--- config.mk ---
export PLATFORM = sky130hd
export DESIGN_NAME = cla_seq_addsub
export DESIGN_NICKNAME = d
export VERILOG_FILES = /design/src/rtl/cla_pkg.sv /design/src/rtl/cla4_slice.sv /design/src/rtl/cla_seq_addsub.sv
export SDC_FILE = /design/constraint.sdc
export NUM_CORES = 1
export LEC_CHECK = 0
export BUFFER_PORTS_ARGS = -buffer_cell sky130_fd_sc_hd__buf_2
export CAP_MARGIN = 20
export CORE_MARGIN = 3
export CORE_UTILIZATION = 40
export CTS_CLUSTER_DIAMETER = 150
export DETAILED_ROUTE_END_ITERATION = 8
export GPL_TIMING_DRIVEN = 0
export HOLD_SLACK_MARGIN = 0.06
export PLACE_DENSITY_LB_ADDON = 0.2
export SYNTH_ARGS = -nofsm -noshare
export SYNTH_HDL_FRONTEND = slang
export SYNTH_HIERARCHICAL = 1
export SYNTH_SLANG_ARGS = --single-unit
--- constraint.sdc ---
create_clock -name clk -period 2.9 [get_ports clk]
set_input_delay 0.58 -clock clk [delete_from_list [all_inputs] [get_ports clk]]
set_output_delay 0.58 -clock clk [all_outputs]
set_load 0.02 [all_outputs]
--- src/rtl/cla_pkg.sv ---
// Shared definitions for the sequential carry-lookahead add/subtract unit.
package cla_pkg;

    localparam int GRP_W = 4;

    typedef enum logic {
        IDLE,
        RUN
    } state_t;

endpackage

--- src/rtl/cla4_slice.sv ---
// Combinational 4-bit carry-lookahead group: flat two-level carry equations
// so c4 never ripples through c1..c3.
module cla4_slice
    import cla_pkg::*;
(
    input  logic [GRP_W-1:0] a,
    input  logic [GRP_W-1:0] b,
    input  logic             c0,
    output logic [GRP_W-1:0] s,
    output logic             c3,
    output logic             c4
);

    logic [GRP_W-1:0] g;
    logic [GRP_W-1:0] p;
    logic             c1;
    logic             c2;

    always_comb begin
        g  = a & b;
        p  = a ^ b;
        c1 = g[0] | (p[0] & c0);
        c2 = g[1] | (p[1] & g[0]) | (p[1] & p[0] & c0);
        c3 = g[2] | (p[2] & g[1]) | (p[2] & p[1] & g[0]) | (p[2] & p[1] & p[0] & c0);
        c4 = g[3] | (p[3] & g[2]) | (p[3] & p[2] & g[1]) | (p[3] & p[2] & p[1] & g[0])
                  | (p[3] & p[2] & p[1] & p[0] & c0);
        s  = p ^ {c3, c2, c1, c0};
    end

endmodule

--- src/rtl/cla_seq_addsub.sv ---
// Multi-cycle add/subtract: one 4-bit lookahead group per cycle, LSB first,
// with a start/busy/done handshake and registered result/co/ovf.
module cla_seq_addsub
    import cla_pkg::*;
#(
    parameter int WIDTH = 16
)
(
    input  logic             clk,
    input  logic             rst,
    input  logic             start,
    input  logic             sub,
    input  logic [WIDTH-1:0] a,
    input  logic [WIDTH-1:0] b,
    input  logic             cin,
    output logic             busy,
    output logic             done,
    output logic [WIDTH-1:0] result,
    output logic             co,
    output logic             ovf
);

    localparam int              NGRP     = WIDTH / GRP_W;
    localparam int              CW       = (NGRP > 1) ? $clog2(NGRP) : 1;
    localparam logic [CW-1:0]   LAST_GRP = CW'(NGRP - 1);

    state_t           state_q,  state_d;
    logic [CW-1:0]    cnt_q,    cnt_d;
    logic [WIDTH-1:0] a_q,      a_d;
    logic [WIDTH-1:0] b_q,      b_d;
    logic [WIDTH-1:0] acc_q,    acc_d;
    logic [WIDTH-1:0] result_q, result_d;
    logic             c_q,      c_d;
    logic             sub_q,    sub_d;
    logic             co_q,     co_d;
    logic             ovf_q,    ovf_d;
    logic             done_q,   done_d;

    logic [GRP_W-1:0] slice_s;
    logic             slice_c3;
    logic             slice_c4;
    logic [WIDTH-1:0] s_ext;

    cla4_slice u_slice (
        .a  (a_q[GRP_W-1:0]),
        .b  (b_q[GRP_W-1:0]),
        .c0 (c_q),
        .s  (slice_s),
        .c3 (slice_c3),
        .c4 (slice_c4)
    );

    always_comb begin
        state_d  = state_q;
        cnt_d    = cnt_q;
        a_d      = a_q;
        b_d      = b_q;
        acc_d    = acc_q;
        result_d = result_q;
        c_d      = c_q;
        sub_d    = sub_q;
        co_d     = co_q;
        ovf_d    = ovf_q;
        done_d   = 1'b0;
        s_ext    = '0;
        s_ext[WIDTH-1 -: GRP_W] = slice_s;

        case (state_q)
            IDLE: begin
                // Subtraction is a + ~b + ~borrow, so only B and the carry are inverted.
                if (start) begin
                    a_d     = a;
                    b_d     = sub ? ~b : b;
                    c_d     = sub ? ~cin : cin;
                    sub_d   = sub;
                    cnt_d   = '0;
                    acc_d   = '0;
                    state_d = RUN;
                end
            end
            RUN: begin
                a_d   = a_q >> GRP_W;
                b_d   = b_q >> GRP_W;
                acc_d = (acc_q >> GRP_W) | s_ext;
                c_d   = slice_c4;
                if (cnt_q == LAST_GRP) begin
                    result_d = acc_d;
                    co_d     = sub_q ^ slice_c4;
                    ovf_d    = slice_c3 ^ slice_c4;
                    done_d   = 1'b1;
                    cnt_d    = '0;
                    state_d  = IDLE;
                end else begin
                    cnt_d = cnt_q + CW'(1);
                end
            end
            default: state_d = IDLE;
        endcase
    end

    always_ff @(posedge clk) begin
        if (rst) begin
            state_q  <= IDLE;
            cnt_q    <= '0;
            a_q      <= '0;
            b_q      <= '0;
            acc_q    <= '0;
            result_q <= '0;
            c_q      <= 1'b0;
            sub_q    <= 1'b0;
            co_q     <= 1'b0;
            ovf_q    <= 1'b0;
            done_q   <= 1'b0;
        end else begin
            state_q  <= state_d;
            cnt_q    <= cnt_d;
            a_q      <= a_d;
            b_q      <= b_d;
            acc_q    <= acc_d;
            result_q <= result_d;
            c_q      <= c_d;
            sub_q    <= sub_d;
            co_q     <= co_d;
            ovf_q    <= ovf_d;
            done_q   <= done_d;
        end
    end

    assign busy   = (state_q == RUN);
    assign done   = done_q;
    assign result = result_q;
    assign co     = co_q;
    assign ovf    = ovf_q;

endmodule
==> results of run 1 <==
area by class of cell:
| type | instances | area share |
|---|---|---|
| Tap cell | 99 | 0.0340 |
| Inverter | 4 | 0.00412 |
| Sequential cell | 68 | 0.374 |
| Buffer | 26 | 0.0481 |
| Clock inverter | 4 | 0.0192 |
| Timing Repair Buffer | 53 | 0.0729 |
| Multi-Input combinational cell | 222 | 0.402 |
| Clock buffer | 12 | 0.0454 |
synthesized netlist by cell type, types with 2 or more instances:
library cell / n / area, um^2
xnor2_1: 18 / 158
ha_1: 6 / 75.1
o21ai_1: 12 / 60.1
buf_2: 10 / 50.1
nand2_1: 26 / 97.6
a22o_1: 17 / 149
clkbuf_1: 7 / 26.3
nor2b_1: 14 / 87.6
buf_4: 5 / 37.5
a211oi_1: 4 / 30.0
buf_8: 2 / 30.0
xor2_1: 4 / 35.0
dfxtp_1: 68 / 1360
nor2_1: 40 / 150
mux2i_1: 18 / 180
a21oi_1: 27 / 135
inv_1: 4 / 15.0
nor3b_1: 13 / 97.6
a211o_1: 13 / 114
cell families after synthesis:
family | Yosys count | synth area share
simple gates | 97 | 0.154
compound gates | 78 | 0.177
flops | 68 | 0.451
buf+inv | 30 | 0.0630
xor+xnor | 22 | 0.0639
mux | 18 | 0.0597
fa+ha+maj | 7 | 0.0315
state kept, by name, indices dropped and copies added (netlist names):
| signal | flops |
|---|---|
| done | 1 |
| acc_q | 12 |
| a_q | 16 |
| co | 1 |
| ovf | 1 |
| b_q | 16 |
| result | 16 |
| c_q | 1 |
| sub_q | 1 |
| cnt_q | 2 |
| busy | 1 |
critical path, cell delays in order, from the launching register on:
cell and delay, ps:
dfxtp_1 400, ha_1 270, a211oi_2 240, o21bai_2 130, a21o_1 240, xor2_1 190, a22o_1 210
per-stage QoR:
| step | worst slack (ps) | instance area, um^2 | hold slack (ps) | instances | util |
|---|---|---|---|---|---|
| floorplan | 1280 | 3020 | 432 | 320 | - |
| global placement | 1160 | 3410 | 438 | 472 | 0.467 |
| detailed placement | 1130 | 3410 | 444 | 472 | 0.467 |
| CTS | 1110 | 3640 | 454 | 488 | 0.499 |
| global route | 1010 | 3640 | 475 | 488 | 0.499 |
| finish | 1120 | 3640 | 453 | 488 | 0.499 |
layer usage:
metal  wire (um)  up-vias  track usage
li1            -     1218            -
met1        3020     1073        0.204
met2        3090       72        0.260
met3         351       13       0.0496
met4         143        0       0.0647
met5           0        -            0
cells in the final DEF, fill, tap and decap left out:
master and n:
nor2_4 1, fa_1 1, mux2i_1 18, nor3_1 1
a211oi_1 4, a21oi_2 1, bufinv_16 2, buf_2 63
buf_4 5, dfxtp_1 68, a22o_1 17, xnor2_1 18
clkbuf_1 7, xor2_1 4, ha_1 6, inv_1 4
clkbuf_8 12, or2_1 1, nor2_1 40, buf_12 1
a211oi_2 1, and3b_1 1, o21ai_0 1, o21ai_1 12
a21oi_1 27, nor2b_1 14, nor3b_1 13, buf_8 2
nand2_1 26, a21o_1 1, clkinv_2 2, o21bai_2 1
a211o_1 13, buf_6 1
how the worst min path moves through the flow:
| stage | depth (start not counted) | to | slack [ps] |
|---|---|---|---|
| floorplan | 2 | b_q[0] | 430 |
| global placement | 2 | b_q[2] | 440 |
| detailed placement | 2 | b_q[6] | 440 |
| CTS | 2 | b_q[6] | 450 |
| global route | 2 | b_q[11] | 470 |
| finish | 2 | b_q[8] | 450 |
power by group:
group	switching, mW	internal, mW
clock	0.347	0.552
sequential	0.0242	0.973
combinational	0.137	0.120
==> out/metrics.cfg, run 1 <==
[status]
status = complete, no violations

[floorplan]
die_h_um = 92.8
pin_count = 57
dieWidth_um = 92.8
core_region_area_um2 = 7290
rows = 31
die_area_um2 = 8620
start_util = 0.414

[global_route]
grt_overflow = 0
grtUsageTotal = 0.163
grt_first_pass_wirelength_um = 10900
grt_max_degree = 12
first_global_vias = 2246
grt_antenna_before_repair = 0

[setup_path]
path_class = flip-flop to flip-flop
reg2reg_depth = 6
r2r_start = b_q[0]
cp.arrival_ps = 2010
cp_max_fo = 3
cp.required_ps = 3140
reg2reg_slack_ps = 1120
crit_end = ovf
startpoint = b_q[0]
crit_path_start_kind = flip-flop
end_kind = flip-flop
worst_r2r_endpoint = ovf

[logic_synthesis]
synth_top_flop_cell = dfxtp_1
synth_area_um2 = 3020
synth-seq-cells = 68
ys_seq_area_frac = 0.451
ys_warn_count = 6
yosysUniqueCellTypes = 31
synthesis.nets = 364
async_flop_share = 0
synthCells = 320
synth_edf_count = 0
avgSynthCellArea_um2 = 9.43

[clocking]
cts_tree = yes
cts_max_path_buffers = 2
cts.sinks = 68
cts_setup_buffers = 0
worstSkewPairLatency_ps = 340
hold_buffers = 0
clock-root-buffer = clkbuf_8
h-tree-depth = 3
numCtsBuffers = 9
ctsResizeCount = 0
path_clk_slew_ps = 70

[layout]
area_growth_pct = 20.7
layout-drive-gt1-share = 0.237
antenna_cells = 0
fill_cells = 725
nets = 428
multi_input_area_um2 = 1470
regArea_um2 = 1360

[place]
hpwl_um = 4800
port_buffers = 53
place.gp.congestion = 0.801

[hold_path]
min_path_type = flip-flop to flip-flop
min_from = b_q[12]

[drt]
drc = 0
drtAntennaViolNets = 0
wirelength_um = 6600
routedWlPerCell_um = 13.5
dr_total_vias = 2376
firstDrtPassIters = 4
drtIter0Drc = 81
via_per_inst = 4.87

[timing]
worst_pin_slew_ps = 503
slew_viol_final = 0
fin_crit_ps = 1780
setup_tns_ps = 0
setup_viol = 0
fin_crit_sh = 0.612
max_freq_mhz = 563
slew_headroom = 0.665
hold_viol_final = 0
rsz0062_at_grt = no
skew_ps = 4.56

[pwr]
ir_worst_vdd_uv = 272
leakagePower_nw = 1.61
power_mw = 2.15
power.density_nw_per_um2 = 591

[run]
drv_cap = 0

Power figures use the tool's default switching activity.
==> inputs of run 2 (changes only) <==
==> constraint.sdc (replaced) <==
create_clock -name clk -period 1.7 [get_ports clk]
set_input_delay 0.34 -clock clk [delete_from_list [all_inputs] [get_ports clk]]
set_output_delay 0.34 -clock clk [all_outputs]
set_load 0.02 [all_outputs]
==> run 2 against run 1 <==
- power up 72%
- die area unchanged
- global-route usage up 0.068 points
- routed wire length up 2.1%
- count of clock-buffer cells in the layout unchanged
- clock skew down 0.56 ps
- final cell count up 0.61%
- hold slack worse by 230 ps
==> out/metrics.cfg, run 2 (synthesized netlist as in run 1, its figures left out) <==
[pwr]
power_frac_seq = 0.460
power.density_nw_per_um2 = 996
p_int_mw = 2.82
power_mw = 3.70
p_comb_frac = 0.125
sw_frac_of_total = 0.238
leakagePower_nw = 1.63
ir_worst_vdd_uv = 466
clkPwrFrac = 0.415
netSwitchingPower_mw = 0.882

[global_route]
grtUsageTotal = 0.163
first_global_vias = 2249
grt_max_degree = 12
grt_antenna_before_repair = 0
grt_overflow = 0
grt_first_pass_wirelength_um = 10900

[clocking]
worstSkewPairLatency_ps = 340
clock-root-buffer = clkbuf_8
numCtsBuffers = 9
cts_tree = yes
hold_buffers = 0
cts.sinks = 68
cts_max_path_buffers = 2
h-tree-depth = 3
path_clk_slew_ps = 70

[setup_path]
crit_chain = ha_4, a211oi_4, o21bai_2, a21o_1, xor2_2, a22o_1
end_kind = flip-flop
crit_path_start_kind = flip-flop
path_class = flip-flop to flip-flop
cp_slowest_cell = dfxtp_4
cp.required_ps = 1940
cp_max_fo = 3
max_stage_delay_ps = 360
reg2reg_depth = 6
cp.arrival_ps = 1890

[timing]
worst_pin_slew_ps = 516
hold_viol_final = 0
slew_viol_final = 0
setup_viol = 0
skew_ps = 4.00
slew_headroom = 0.656
setup_ws_ps = 47.7
rsz0062_at_grt = yes
max_freq_mhz = 605
fin_crit_ps = 1650
hold_ws_ps = 226
fin_crit_sh = 0.972
setup_tns_ps = 0

[place]
dp.cells = 472
place.gp.congestion = 0.801
dp_slack_ps = -68.6
port_buffers = 53
hpwl_um = 4800

[hold_path]
hold_depth = 3
min_path_type = input port to flip-flop

[layout]
layout-drive-gt1-share = 0.260
area_growth_pct = 23.3
layout_commonest_cell = dfxtp_1
stdcell_count = 491
antenna_cells = 0
nets = 431
final_cell_mix = 66 x dfxtp_1, 63 x buf_2, 40 x nor2_1, 27 x a21oi_1, 26 x nand2_1

[floorplan]
core_region_area_um2 = 7290
start_util = 0.414
die_h_um = 92.8
rows = 31
dieWidth_um = 92.8
pin_count = 57
die_area_um2 = 8620

[run]
drv_cap = 0

[drt]
drtAntennaViolNets = 0
drc = 0
drtIter0Drc = 98
firstDrtPassIters = 4
wirelength_um = 6740
routedWlPerCell_um = 13.7
via_per_inst = 4.86
dr_total_vias = 2387

[status]
status = complete, no violations

==> run 2: changes by cell type in the layout (fill, tap and decap cells not counted) <==
cell	delta
a211oi_2	-1
a211oi_4	+1
buf_4	+3
dfxtp_1	-2
dfxtp_2	+1
dfxtp_4	+1
ha_1	-2
ha_4	+2
o21ai_0	-1
o21ai_2	+1
xor2_1	-2
xor2_2	+2
==> run 2: power groups by stage <==
stage                     clock network [mW]  logic [mW]  registers (mW)
after floorplan                            0       0.323            1.73
after global placement                     0       0.437            1.74
after detailed placement                   0       0.443            1.74
after CTS                               1.57       0.451            1.70
after global routing                    1.63       0.521            1.71
final                                   1.54       0.463            1.71
==> run 2: path summary, 6_finish.rpt <==
path / from / end / slack [ps]
min: a[12] / a_q[12] / 230
min reg2reg: b_q[12] / b_q[8] / 450
max: b_q[0] / ovf / 50
max reg2reg: b_q[0] / ovf / 50
==> run 2: layout make-up <==
cell class,instances,area (um^2)
fillers,714,3570
clock buffers,12,165
repair buffers,56,288
flip-flops and latches,68,1370
multi-input cells,222,1520
plain buffers,26,175
clock inverters,4,70.1
well taps,99,124
inverters,4,15.0
==> run 2: critical path: cells and delay by family (launching register included) <==
| kind | cells | cell delay (ps) |
|---|---|---|
| xor gates and xnor gates | 1 | 170 |
| adders and majority gates | 1 | 250 |
| DFF | 1 | 360 |
| AOI/OAI and AO/OA | 4 | 770 |
==> run 2: timing repair <==
item,in CTS,in global routing
resized for setup,3,7
setup buffers,3,0
gates cloned,0,0
pin swaps,4,5
setup endpoints to repair,2,5
==> run 2: per-stage QoR <==
step	cell area, um^2	utilization
2_1_floorplan	3020	-
3_3_place_gp	3410	0.467
3_5_place_dp	3410	0.467
4_1_cts	3680	0.504
5_1_grt	3720	0.510
6_report	3720	0.510
==> run 2: routing by layer <==
layer / global-route usage / share of wire / up-vias / wire length (um)
li1: - / - / 1223 / -
met1: 0.204 / 0.44 / 1077 / 2980
met2: 0.262 / 0.48 / 72 / 3220
met3: 0.0520 / 0.059 / 15 / 395
met4: 0.0623 / 0.021 / 0 / 142
met5: 0 / 0 / - / 0
